$ cat src/rtl/serial_adder_pkg.sv
// rtl/serial_adder_pkg.sv - shared types and helpers for the digit-serial adder/subtractor
package serial_adder_pkg;

    localparam int DEF_WIDTH = 8;
    localparam int DEF_DIGIT = 1;

    typedef enum logic [1:0] {
        IDLE = 2'd0,
        RUN  = 2'd1,
        DONE = 2'd2
    } state_t;

    function automatic int clog2(input int value);
        int r;
        r = 0;
        while ((1 << r) < value) begin
            r = r + 1;
        end
        return r;
    endfunction

endpackage

$ cat src/rtl/full_adder_cell.sv
// rtl/full_adder_cell.sv - one-bit combinational full-adder cell
module full_adder_cell (
    output logic s,
    output logic c_out,
    input  logic a,
    input  logic b,
    input  logic c_in
);

    assign s     = a ^ b ^ c_in;
    assign c_out = (a & b) | (a & c_in) | (b & c_in);

endmodule

$ cat src/rtl/serial_add_sub.sv
// rtl/serial_add_sub.sv - digit-serial WIDTH-bit add/sub with start/busy/done handshake
// Optional signed-overflow output enabled by defining SERIAL_ADD_OVF_EN.
module serial_add_sub
    import serial_adder_pkg::*;
#(
    parameter int WIDTH = DEF_WIDTH,
    parameter int DIGIT = DEF_DIGIT
) (
    input  logic             clk,
    input  logic             rst_n,
    input  logic             start,
    input  logic             sub,
    input  logic [WIDTH-1:0] a,
    input  logic [WIDTH-1:0] b,
    output logic             busy,
    output logic             done,
    output logic [WIDTH-1:0] sum,
    output logic             c_out
`ifdef SERIAL_ADD_OVF_EN
    ,
    output logic             ovf
`endif
);

    localparam int N     = WIDTH / DIGIT;
    localparam int CNT_W = clog2(N + 1);
    localparam logic [CNT_W-1:0] LAST = CNT_W'(N - 1);

    generate
        if (WIDTH < 2 || DIGIT < 1 || DIGIT > WIDTH || (WIDTH % DIGIT) != 0) begin : g_bad_params
            $error("serial_add_sub: illegal WIDTH/DIGIT combination");
        end
    endgenerate

    state_t           state;
    logic [CNT_W-1:0] cnt;
    logic [WIDTH-1:0] a_sh;
    logic [WIDTH-1:0] b_sh;
    logic             carry;

    logic [DIGIT:0]   c;
    logic [DIGIT-1:0] s;
    logic [WIDTH-1:0] sum_next;

    assign c[0] = carry;

    genvar i;
    generate
        for (i = 0; i < DIGIT; i++) begin : g_chain
            full_adder_cell u_cell (
                .s    (s[i]),
                .c_out(c[i+1]),
                .a    (a_sh[i]),
                .b    (b_sh[i]),
                .c_in (c[i])
            );
        end
    endgenerate

    // New digit enters at the MSB end so the LSB digit lands at bit 0 after N shifts.
    generate
        if (DIGIT == WIDTH) begin : g_sum_full
            assign sum_next = s;
        end else begin : g_sum_shift
            assign sum_next = {s, sum[WIDTH-1:DIGIT]};
        end
    endgenerate

    always_ff @(posedge clk) begin
        if (!rst_n) begin
            state <= IDLE;
            cnt   <= '0;
            a_sh  <= '0;
            b_sh  <= '0;
            carry <= 1'b0;
            busy  <= 1'b0;
            done  <= 1'b0;
            sum   <= '0;
            c_out <= 1'b0;
`ifdef SERIAL_ADD_OVF_EN
            ovf   <= 1'b0;
`endif
        end else begin
            case (state)
                IDLE, DONE: begin
                    done <= 1'b0;
                    if (start) begin
                        a_sh  <= a;
                        b_sh  <= sub ? ~b : b;
                        carry <= sub;
                        cnt   <= '0;
                        busy  <= 1'b1;
                        state <= RUN;
`ifdef SERIAL_ADD_OVF_EN
                        ovf   <= 1'b0;
`endif
                    end else begin
                        state <= IDLE;
                    end
                end
                RUN: begin
                    a_sh  <= a_sh >> DIGIT;
                    b_sh  <= b_sh >> DIGIT;
                    sum   <= sum_next;
                    carry <= c[DIGIT];
                    cnt   <= cnt + 1'b1;
                    if (cnt == LAST) begin
                        state <= DONE;
                        busy  <= 1'b0;
                        done  <= 1'b1;
                        c_out <= c[DIGIT];
`ifdef SERIAL_ADD_OVF_EN
                        // Last digit holds the MSB, so its top two chain carries bracket it.
                        ovf   <= c[DIGIT] ^ c[DIGIT-1];
`endif
                    end
                end
                default: begin
                    state <= IDLE;
                    busy  <= 1'b0;
                    done  <= 1'b0;
                end
            endcase
        end
    end

endmodule
$ cat config.mk
export PLATFORM = sky130hd
export DESIGN_NAME = serial_add_sub
export DESIGN_NICKNAME = d
export VERILOG_FILES = /design/src/rtl/serial_adder_pkg.sv /design/src/rtl/full_adder_cell.sv /design/src/rtl/serial_add_sub.sv
export SDC_FILE = /design/constraint.sdc
export NUM_CORES = 1
export LEC_CHECK = 0
export ABC_AREA = 1
export CAP_MARGIN = 40
export CORE_UTILIZATION = 40
export CTS_BUF_LIST = sky130_fd_sc_hd__clkbuf_2 sky130_fd_sc_hd__clkbuf_4 sky130_fd_sc_hd__clkbuf_8
export DETAILED_ROUTE_END_ITERATION = 16
export PLACE_DENSITY = 0.6
export SYNTH_ARGS = -nofsm -noshare
export SYNTH_HDL_FRONTEND = slang
export SYNTH_SLANG_ARGS = --single-unit
$ cat constraint.sdc
create_clock -name clk -period 3 [get_ports clk]
set_clock_uncertainty 0.1 [all_clocks]
set_input_delay 0.6 -clock clk [delete_from_list [all_inputs] [get_ports clk]]
set_output_delay 0.6 -clock clk [all_outputs]
set_load 0.02 [all_outputs]
# After elaboration in Yosys (flattened, before gate mapping)
# Cells that the tools add are included.
# totals
rom_bits	0
n_memories	0
mem_bits_rw	0
output_inout_bits	11
reg_bits	34
in_bits	20
latch_bits	0
# op_classes
n_shift	0
n_div	0
multipliers	0
muxes	15
bitwise	8
addsub	1
reduce_logical	7
n_lt_le_gt_ge	0
n_eq_ne	5
# op_table
cell	count
one-hot mux 8 bit (2 select lines)	2
2-to-1 mux 8 bit	3
inverter 8 bit	1
one-hot mux 4 bit (2 select lines)	1
AND reduction 2 bit	4
adder 4 x 1 -> 4 bit (second input constant)	1
equality test 4 x 3 -> 1 bit (second input constant)	1
2-to-1 mux 1 bit	4
2-to-1 mux 4 bit	1
inequality test 2 bit (second input constant)	2
one-hot mux 1 bit (2 select lines)	2
one-hot mux 2 bit (2 select lines)	1
bitwise AND 1 bit	3
equality test 2 x 1 -> 1 bit (second input constant)	1
equality test 2 bit (second input constant)	1
zero test 2 bit	1
2-to-1 mux 2 bit	1
OR 1 bit	2
nonzero test 2 bit	1
OR reduction 2 bit	1
bitwise XOR 1 bit	2

# Depth between registers and ports, before layout
# depth
ltp_word	4
depth_mapped	8

# Cells and area by module
# From an unflattened synthesis, not the netlist that was laid out.
# unflattened
cells_unflattened	232
area_unflattened_um2	1637.8
# modules_own_cells
module	seq_area_each_um2	area_each_um2	instances	cells_per_inst
serial_add_sub	680.7	1617.8	1	231
full_adder_cell	0.0	20.0	1	1

# Worst setup path before layout
# No wires, ideal clock.
# synth_path
path_kind	input port to flip-flop
startpoint	input start
endpoint	register b_sh[3]
arrival_ns	1.216
path_slack_ns	1.628
n_path_buf	1
stages	7
t_required_ns	2.844
cell_sequence	inv_1 -> nor2_2 -> buf_6 -> nand3_1 -> nand3_1 -> nand2_1 -> inv_1
# synth_between
elab_chain_len	2
# synth_lines
item	line_no	source
from (decl)	serial_add_sub.sv:11	input logic start,
inequality test 2 bit (no source line)	--	
AND reduction 2 bit (no source line)	--	
to (signal assigned)	serial_add_sub.sv:89	b_sh <= sub ? ~b : b;
to (signal assigned)	serial_add_sub.sv:103	b_sh <= b_sh >> DIGIT;
to (decl)	serial_add_sub.sv:38	logic [WIDTH-1:0] b_sh;
# Every way passes these cells.
# A chain may end at the register's enable or synchronous reset.

# Worst setup path after layout
# layout_path
startpoint	register sum[7]
endpoint	output sum[7]
# layout_rtl
item	line_no	source
from (decl)	serial_add_sub.sv:17	output logic [WIDTH-1:0] sum,
from (signal assigned)	serial_add_sub.sv:104	sum <= sum_next;
# No word-level cell between the ends.

==> flow_summary.ini <==
[critical_path]
worstPathCellList = clkdlybuf4s50_1
timing.critical_path.buf_inv = 1
crit_family = buffers and inverters
r2r_end = a_sh[1]
critical_path_class = flop to output port
r2r_start = state[0]
arrival_ns = 1.25
worstPathMaxFanout = 3
rrSetupSlack_ns = 1.46
endpoint_kind = output port
cp.required_ns = 2.30
critPathSlowestCell = clkdlybuf4s50_1
crit_path_start_kind = flop
crit_path_max_incr_delay_ns = 0.61
reg2regPathDepth = 6

[placed_design]
place_congestion = 0.831
portBuffers = 30
dp_worst_setup_slack_ns = 0.876
hpwl_um = 2180

[detailed_routing]
drt_iter0_drc = 103
drtAntennaViolNets = 0
drc = 0
wl_um = 3320
drtPass1Iterations = 4
detail_route.wl_per_cell_um = 10.7
vias_per_cell = 4.63
vias = 1441

[grt]
grt_max_degree = 28
grt.overflow.total = 0
grt_pass1_vias = 1298
grt.total_usage_pct = 18.3
grt_pass1_wl_um = 5790
antenna_found_initial = 0

[timing]
slew_headroom_pct = 56.8
fmax_mhz = 512
fin_ws_ns = 1.05
worst_pin_slew_ns = 0.646
rsz0062_at_grt = no
period_minus_slack_ns = 1.95
post-route-period-util_pct = 65.1
slew_violations = 0
finalSetupViolCount = 0
setup_tns_ns = 0
hold_ws_ns = 0.351
hold_viol = 0

[power_and_ir_drop]
power.leakage_nw = 0.941
cellPowerDensity_mw_per_mm2 = 591
max-vdd-ir-drop_mv = 0.253
power.total_w = 0.00119

[finish]
area_delta_synth_final_pct = 29.2
diodes = 0
nets = 284
drive_gt1_share_pct = 6.46

[clock_tree]
clk_latency_ns = 0.29
cts-resized-gates = 0
cts.sinks = 34
cts_max_path_buffers = 2
cts_setup_buffers = 0
htreeDepth = 2
clk_pin_slew_ns = 0.07
clock_tree.root_cell = clkbuf_8
cts_hold_buf = 0
cts_tree = yes
cts_buffers = 5

[synthesis]
synth_nets = 254
yosysWarnings = 0
ys_ff_latch = 34
synthArstFlopShare_pct = 0
synth_area_mm2 = 0.00156
avgSynthCellArea_um2 = 6.74
yosysUniqueCellTypes = 20
seq_area_frac_synth_pct = 43.5
postSynthCellCount = 232
synth_edf_count = 0
synth-main-ff-cell = dfxtp_1

[status]
status = complete, no violations

[hold_path]
holdPathStages = 2
min_from = a_sh[7]
hp-class = flop to flop
min_to = a_sh[6]

[floorplanning]
core_mm2 = 0.00372
dieHeight_um = 64.5
start_util_pct = 42.1
ios = 31
fp.dieW_um = 64.5
die_area_mm2 = 0.00416
rows = 22

[run]
drv_cap = 0
## worst max path at each step
stage / cells past startpoint / endpoint / start
2_1_floorplan: 7 / b_sh[3] / start
3_3_place_gp: 8 / b_sh[3] / start
3_5_place_dp: 8 / b_sh[3] / start
4_1_cts: 1 / sum[7] / sum[7]
5_1_grt: 1 / sum[6] / sum[6]
6_report: 1 / sum[7] / sum[7]
## metrics by stage
step	instances	instance area, um^2	util (%)
after floorplan	232	1560	-
after global placement	303	1880	50.5
after detailed placement	303	1880	50.5
after CTS	311	2020	54.4
after global routing	311	2020	54.4
final	311	2020	54.4
## final cells by class
| cell class | count | area, um^2 |
|---|---|---|
| Multi-Input combinational cell | 161 | 717 |
| Clock buffer | 6 | 82.6 |
| Clock inverter | 2 | 60.1 |
| Timing Repair Buffer | 32 | 315 |
| Sequential cell | 34 | 681 |
| Fill cell | 377 | 1700 |
| Inverter | 28 | 105 |
| Tap cell | 48 | 60.1 |
## registers in the layout (all words and copies together) (netlist names), 2 cells and up
register and count:
a_sh 8, b_sh 8, cnt 4, state 2, sum 8
## report_power, final
part / switching [W] / internal (W) / total [W]
registers: 0.0000192 / 0.000482 / 0.000501
clock network: 0.000165 / 0.000354 / 0.000520
logic: 0.0000975 / 0.0000761 / 0.000174
## kinds of logic after synthesis
logic type                 share of synthesized area [%]
AOI/OAI and AO/OA                                   9.36
xor gates and xnor gates                           0.560
adders and majority gates                           2.08
buffers and inverters                               10.6
DFF                                                 43.5
and+or+nand+nor                                     33.8
## per-layer routing
| layer | wire [um] | up-vias | GRT usage, % |
|---|---|---|---|
| li1 | - | 773 | - |
| met1 | 1630 | 630 | 22.9 |
| met2 | 1480 | 33 | 28.8 |
| met3 | 142 | 5 | 5.81 |
| met4 | 60 | 0 | 7.50 |
| met5 | 0 | - | 0 |
## cells in the mapped netlist, types with 2 or more instances
cell type	count	area share, %
a21oi_1	14	4.5
buf_2	4	1.3
buf_6	3	2.2
clkbuf_1	2	0.48
dfxtp_1	34	44
inv_1	26	6.2
inv_2	2	0.48
nand2_1	87	21
nand3_1	18	5.8
nor2_1	21	5.0
o21ai_0	12	3.8
## cells in the final DEF, fill, tap and decap left out, drive strengths merged
master	synthesis	layout
xor2	1	1
clkdlybuf4s50	0	30
nand3	19	19
bufinv	0	2
a21oi	15	15
fa	1	1
dfxtp	34	34
o21a	1	1
clkbuf	2	6
inv	28	28
o21ai	12	12
nor2	23	23
buf	7	2
ha	1	1
nand2	88	88
No activity file was read; power rests on OpenSTA's default activity.
